### config.mk
export PLATFORM = sky130hd
export DESIGN_NAME = pic_tmr0_wdt_prescaler
export DESIGN_NICKNAME = d
export VERILOG_FILES = /design/src/rtl/pic16_pkg.sv /design/src/rtl/pic_edge_sync.sv /design/src/rtl/pic_tmr0_wdt_prescaler.sv
export SDC_FILE = /design/constraint.sdc
export NUM_CORES = 1
export LEC_CHECK = 0
export CELL_PAD_IN_SITES_DETAIL_PLACEMENT = 0
export CELL_PAD_IN_SITES_GLOBAL_PLACEMENT = 1
export CORE_MARGIN = 4
export CORE_UTILIZATION = 45
export CTS_CLUSTER_DIAMETER = 200
export DETAILED_ROUTE_END_ITERATION = 6
export GPL_TIMING_DRIVEN = 0
export HOLD_SLACK_MARGIN = 0.06
export PLACE_DENSITY = 0.94
export SYNTH_ARGS = -nofsm -noshare
export SYNTH_HDL_FRONTEND = slang
export SYNTH_SLANG_ARGS = --single-unit
### constraint.sdc
create_clock -name clk -period 3.49 [get_ports clk]
set_input_delay 0.349 -clock clk [delete_from_list [all_inputs] [get_ports clk]]
set_output_delay 0.349 -clock clk [all_outputs]
set_load 0.1 [all_outputs]
### src/rtl/pic16_pkg.sv
// Shared OPTION-register field positions and prescaler terminal-count helper for the PIC16 timer front end.
// Pure definitions: no latency, no flow control.
package pic16_pkg;

  localparam int OPT_T0CS  = 5;
  localparam int OPT_T0SE  = 4;
  localparam int OPT_PSA   = 3;
  localparam int OPT_PS_HI = 2;
  localparam int OPT_PS_LO = 0;

  // TMR0 gets 1:2^(PS+1); the watchdog gets 1:2^PS, so PS=0 on the WDT is a straight pass-through.
  function automatic logic [31:0] presc_term(input logic [2:0] ps, input logic psa);
    logic [31:0] sh;
    sh = {29'd0, ps} + (psa ? 32'd0 : 32'd1);
    return (32'd1 << sh) - 32'd1;
  endfunction

endpackage

### src/rtl/pic_edge_sync.sv
// Synchronises the asynchronous T0CKI pin and emits 1-clk rise/fall pulses, muted for SYNC_STAGES+1 clk after reset.
// Edge pulse appears SYNC_STAGES clk after the pin is sampled; no backpressure.
module pic_edge_sync #(
  parameter int SYNC_STAGES = 2
) (
  input  logic clk,
  input  logic rst_n,
  input  logic i_async,
  output logic o_rise,
  output logic o_fall
);

  localparam int HOLD = SYNC_STAGES + 1;
  localparam int HW   = $clog2(HOLD + 1);

  logic [SYNC_STAGES-1:0] r_sync;
  logic                   r_prev;
  logic [HW-1:0]          r_hold;
  logic                   w_armed;
  logic                   w_synced;

  assign w_synced = r_sync[SYNC_STAGES-1];
  // The chain and edge history reset to 0, so a pin already high at release would look like a rising edge.
  assign w_armed  = (r_hold == HW'(HOLD));

  always_ff @(posedge clk or negedge rst_n) begin
    if (!rst_n) begin
      r_sync <= '0;
      r_prev <= 1'b0;
      r_hold <= '0;
    end else begin
      r_sync <= {r_sync[SYNC_STAGES-2:0], i_async};
      r_prev <= w_synced;
      if (!w_armed) r_hold <= r_hold + 1'b1;
    end
  end

  assign o_rise = w_armed & w_synced & ~r_prev;
  assign o_fall = w_armed & ~w_synced & r_prev;

endmodule

### src/rtl/pic_tmr0_wdt_prescaler.sv
// TMR0 source select, shared TMR0/WDT prescaler and watchdog base counter feeding the PIC16F54 core; WDT built only with PIC_WDT_EN.
// tmr0_inc/wdtmr are registered 1-clk pulses one clk after the qualifying event; no backpressure, every event is consumed.
module pic_tmr0_wdt_prescaler
  import pic16_pkg::*;
#(
  parameter int SYNC_STAGES = 2,
  parameter int PRESC_W     = 8,
  parameter int WDT_BASE_W  = 18
) (
  input  logic       clk,
  input  logic       rst_n,
  input  logic       cyc_en,
  input  logic [7:0] option_in,
  input  logic       t0cki,
  input  logic       tmr0_wr,
  input  logic       clrwdt,
  output logic       tmr0_inc,
  output logic       wdtmr
);

  logic               w_rise;
  logic               w_fall;
  logic               w_src;
  logic               w_psa;
  logic [2:0]         w_ps;
  logic               w_opt_chg;
  logic               w_tc;
  logic               w_psc_evt;
  logic               w_psc_clr;
  logic [1:0]         w_opt_unused;
  logic [3:0]         r_opt_prev;
  logic [PRESC_W-1:0] r_psc;
  logic               r_tmr0_inc;

  pic_edge_sync #(.SYNC_STAGES(SYNC_STAGES)) u_edge_sync (
    .clk    (clk),
    .rst_n  (rst_n),
    .i_async(t0cki),
    .o_rise (w_rise),
    .o_fall (w_fall)
  );

  assign w_opt_unused = option_in[7:6];
  assign w_psa     = option_in[OPT_PSA];
  assign w_ps      = option_in[OPT_PS_HI:OPT_PS_LO];
  assign w_opt_chg = (option_in[OPT_PSA:OPT_PS_LO] != r_opt_prev);
  assign w_src     = option_in[OPT_T0CS] ? (option_in[OPT_T0SE] ? w_fall : w_rise) : cyc_en;
  assign w_tc      = ({{(32-PRESC_W){1'b0}}, r_psc} == presc_term(w_ps, w_psa));

`ifdef PIC_WDT_EN
  logic [WDT_BASE_W-1:0] r_wdt_cnt;
  logic                  w_base_tick;
  logic                  r_wdtmr;

  assign w_base_tick = &r_wdt_cnt;
  assign w_psc_evt   = w_psa ? w_base_tick : w_src;
  assign w_psc_clr   = w_opt_chg | (tmr0_wr & ~w_psa) | (clrwdt & w_psa);

  always_ff @(posedge clk or negedge rst_n) begin
    if (!rst_n) begin
      r_wdt_cnt <= '0;
      r_wdtmr   <= 1'b0;
    end else begin
      r_wdt_cnt <= clrwdt ? '0 : r_wdt_cnt + 1'b1;
      // A CLRWDT landing on the terminal event must suppress the time-out.
      r_wdtmr   <= w_psa ? (w_psc_evt & w_tc & ~w_psc_clr) : (w_base_tick & ~clrwdt);
    end
  end

  assign wdtmr = r_wdtmr;
`else
  logic [WDT_BASE_W:0] w_wdt_unused;

  assign w_wdt_unused = {clrwdt, {WDT_BASE_W{1'b0}}};
  assign w_psc_evt    = ~w_psa & w_src;
  assign w_psc_clr    = w_opt_chg | (tmr0_wr & ~w_psa);
  assign wdtmr        = 1'b0;
`endif

  always_ff @(posedge clk or negedge rst_n) begin
    if (!rst_n) begin
      r_opt_prev <= '0;
      r_psc      <= '0;
      r_tmr0_inc <= 1'b0;
    end else begin
      r_opt_prev <= option_in[OPT_PSA:OPT_PS_LO];
      if (w_psc_clr)      r_psc <= '0;
      else if (w_psc_evt) r_psc <= w_tc ? '0 : r_psc + 1'b1;
      r_tmr0_inc <= w_psa ? w_src : (w_psc_evt & w_tc & ~w_psc_clr);
    end
  end

  assign tmr0_inc = r_tmr0_inc;

endmodule

==> flow_metrics.env <==
export IMPL_status="finished clean"
export IMPL_antenna_found_initial=0
export IMPL_hold_class="input pin to register"
export IMPL_crit_type="input pin to register"
export IMPL_clock_latency_ps=280
export IMPL_vias=1433
export IMPL_hold_depth=1
export IMPL_grtUsageTotal_pct=18.7
export IMPL_clockBufferDepth=2
export IMPL_worstSetupStartpointType="input pin"
export IMPL_vias_per_cell=5.95
export IMPL_drv_slew=0
export IMPL_root_buffer="clkbuf_4"
export IMPL_fp_coreArea_um2=3360
export IMPL_ff2ff_path_depth=8
export IMPL_cp_end_kind="register"
export IMPL_hold_viol=0
export IMPL_die_height_um=67.0
export IMPL_io_pins=16
export IMPL_tns_ps=0
export IMPL_floorplan_initialDensity_pct=46.6
export IMPL_ant_nets=0
export IMPL_holdPathEnd="r_opt_prev[3]"
export IMPL_rrSetupSlack_ps=1340
export IMPL_grt_pass1_wl_mm=6.47
export IMPL_grt_pass1_vias=1353
export IMPL_syn_cell_area_um2=1570
export IMPL_syn_area_per_cell_um2=8.71
export IMPL_relSlewSlack_pct=35.6
export IMPL_fin_crit_ps=3300
export IMPL_max_freq_ghz=0.303
export IMPL_synth_distinct_cells=55
export IMPL_ys_warnings_count=0
export IMPL_rows=21
export IMPL_wl_per_cell_um=15.4
export IMPL_drive_gt1_share_pct=18.5
export IMPL_area_delta_synth_final_pct=15.3
export IMPL_synth_nets=201
export IMPL_fin_nets=218
export IMPL_place_congestion=0.882
export IMPL_final_cell_mix="18 x dfrtp_1, 13 x nor2_1, 12 x nand2_1"
export IMPL_drtIter0Drc=170
export IMPL_die_area_um2=4490
export IMPL_cts_clk_slew_worst_paths_ps=90
export IMPL_arrival_ps=3440
export IMPL_worstReg2RegStart="u_edge_sync.r_hold[0]"
export IMPL_cp_max_fo=7
export IMPL_final_common_cell="dfrtp_1"
export IMPL_numCtsBuffers=3
export IMPL_cts_tree="done"
export IMPL_yosysSeqAreaShare_pct=28.7
export IMPL_r2r_end="r_psc[3]"
export IMPL_drv_cap=0
export IMPL_setup_viol=0
export IMPL_cts_hold_fix_buffers=0
export IMPL_rsz0062_at_grt="false"
export IMPL_async_reset_ff_share_pct=100
export IMPL_synth_ff_type="dfrtp_1"
export IMPL_fin_util_pct=53.8
export IMPL_fillers=339
export IMPL_drc_errors=0
export IMPL_port_buffers=11
export IMPL_tightest_slew_ps=963
export IMPL_drtPass1Iterations=4
export IMPL_die_w_um=67.0
export IMPL_ctsHtreeMaxLevel=1
export IMPL_fin_skew_ps=2.95
export IMPL_hpwl_mm=2.83
export IMPL_synth_edf_count=0
export IMPL_routed_wl_mm=3.72
export IMPL_fin_crit_sh_pct=94.5
export IMPL_hp_start="option_in[3]"
export IMPL_cts_num_sinks=18
export IMPL_synthCells=180
export IMPL_n_antenna_cell=0
export IMPL_gr_total_overflow=0
export IMPL_critPathRequiredTime_ps=3640
export IMPL_p_leak_nw=0.681
export IMPL_ys_seq_elements=18
export IMPL_grt_max_degree=19
export IMPL_power_density_nw_per_um2=268
export IMPL_ir_drop_v=0.000174
## power by group
group          switching (W)  internal [W]  total (W)  leakage [nW]
registers         0.00000229      0.000213   0.000216         0.224
clock network      0.0000567     0.0000401  0.0000968        0.0138
logic               0.000105     0.0000671   0.000172         0.443
total               0.000164      0.000320   0.000485         0.681
## area by class of cell
class / count / area (um^2) / share of cell area [%]
sequential: 18 / 450 / 24.9
tap: 46 / 57.6 / 3.18
inverter: 7 / 26.3 / 1.45
buffer: 12 / 67.6 / 3.74
clock buffer: 3 / 22.5 / 1.25
timing repair buffer: 12 / 116 / 6.44
multi-input combinational: 143 / 1070 / 59.0
## logic make-up after synthesis
logic type / count (synthesis) / synth area share (%)
compound gates: 48 / 23.2
xor+xnor: 16 / 8.94
fa+ha+maj: 7 / 5.59
buf+inv: 19 / 5.99
flops: 18 / 28.7
mux: 3 / 2.00
other cells: 1 / 0.239
simple gates: 68 / 25.3
## per-stage QoR
step | setup slack [ps] | cell area [um^2] | hold slack (ps) | instances | power [W]
4_1_cts | 96.3 | 1780 | 390 | 240 | 0.000485
5_1_grt | 26.6 | 1810 | 206 | 241 | 0.000522
6_report | 192 | 1810 | 228 | 241 | 0.000485
2_1_floorplan | 445 | 1570 | 53.4 | 180 | 0.000340
3_3_place_gp | -444 | 1740 | 340 | 237 | 0.000382
3_5_place_dp | -499 | 1740 | 363 | 237 | 0.000385
## how the worst max path moves through the flow
stage | start | cells past startpoint | slack (ps) | end
final | option_in[0] | 13 | 190 | r_psc[4]
after global routing | option_in[0] | 13 | 30 | r_psc[7]
after CTS | option_in[2] | 12 | 100 | r_psc[5]
after detailed placement | option_in[3] | 14 | -500 | r_psc[6]
after global placement | option_in[3] | 14 | -440 | r_psc[4]
after floorplan | option_in[3] | 13 | 450 | r_psc[0]
## layer usage
metal	vias up	wire (um)	GRT usage (%)
li1	692	-	-
met1	697	1720	25.0
met2	41	1820	31.0
met3	3	158	3.04
met4	0	17	4.56
met5	-	0	0
## worst max-delay path, stage by stage
cell	delay, ps
dlygate4sd2_1	280
ha_1	210
buf_4	160
or2_2	330
o32a_1	330
ha_1	310
xnor2_1	140
nor3b_2	170
nand3b_1	100
nor4_2	310
nand4_2	240
nor3_4	390
a211oi_1	130
## state kept, by name, indices dropped and copies added, names as in the netlist
| name | cells |
|---|---|
| r_psc | 8 |
| r_opt_prev | 4 |
| u_edge_sync.r_hold | 2 |
| u_edge_sync.r_prev | 1 |
| tmr0_inc | 1 |
| u_edge_sync.r_sync | 2 |
## Yosys cell counts, types with 2 or more instances
master	n	share of area [%]
xor2_1	9	5.0
xnor2_1	7	3.9
dfrtp_1	18	29
mux2i_1	2	1.3
or2_2	2	0.80
a21oi_1	10	3.2
o221ai_1	3	1.7
ha_1	7	5.6
nor3_1	4	1.3
nand4_1	5	2.0
nand3b_1	3	1.4
buf_2	6	1.9
inv_1	7	1.7
nand2b_1	3	1.2
clkbuf_1	2	0.48
buf_4	4	1.9
and2_1	3	1.2
nor2b_1	3	1.2
a211oi_1	6	2.9
nand2_1	12	2.9
nand3_1	3	0.96
o32a_1	2	1.3
o21ai_0	7	2.2
o2111ai_1	2	1.1
nor3b_1	3	1.4
or3_1	2	0.80
and3_1	2	0.80
nor4_1	2	0.80
o22ai_1	2	0.80
o311ai_1	2	1.1
nor2_1	13	3.1
## repair_timing
item	CTS	global route
gates resized for setup	6	9
buffers inserted	0	1
pin swaps	5	4
endpoints found under the setup margin	9	9
Power figures use the tool's default switching activity.
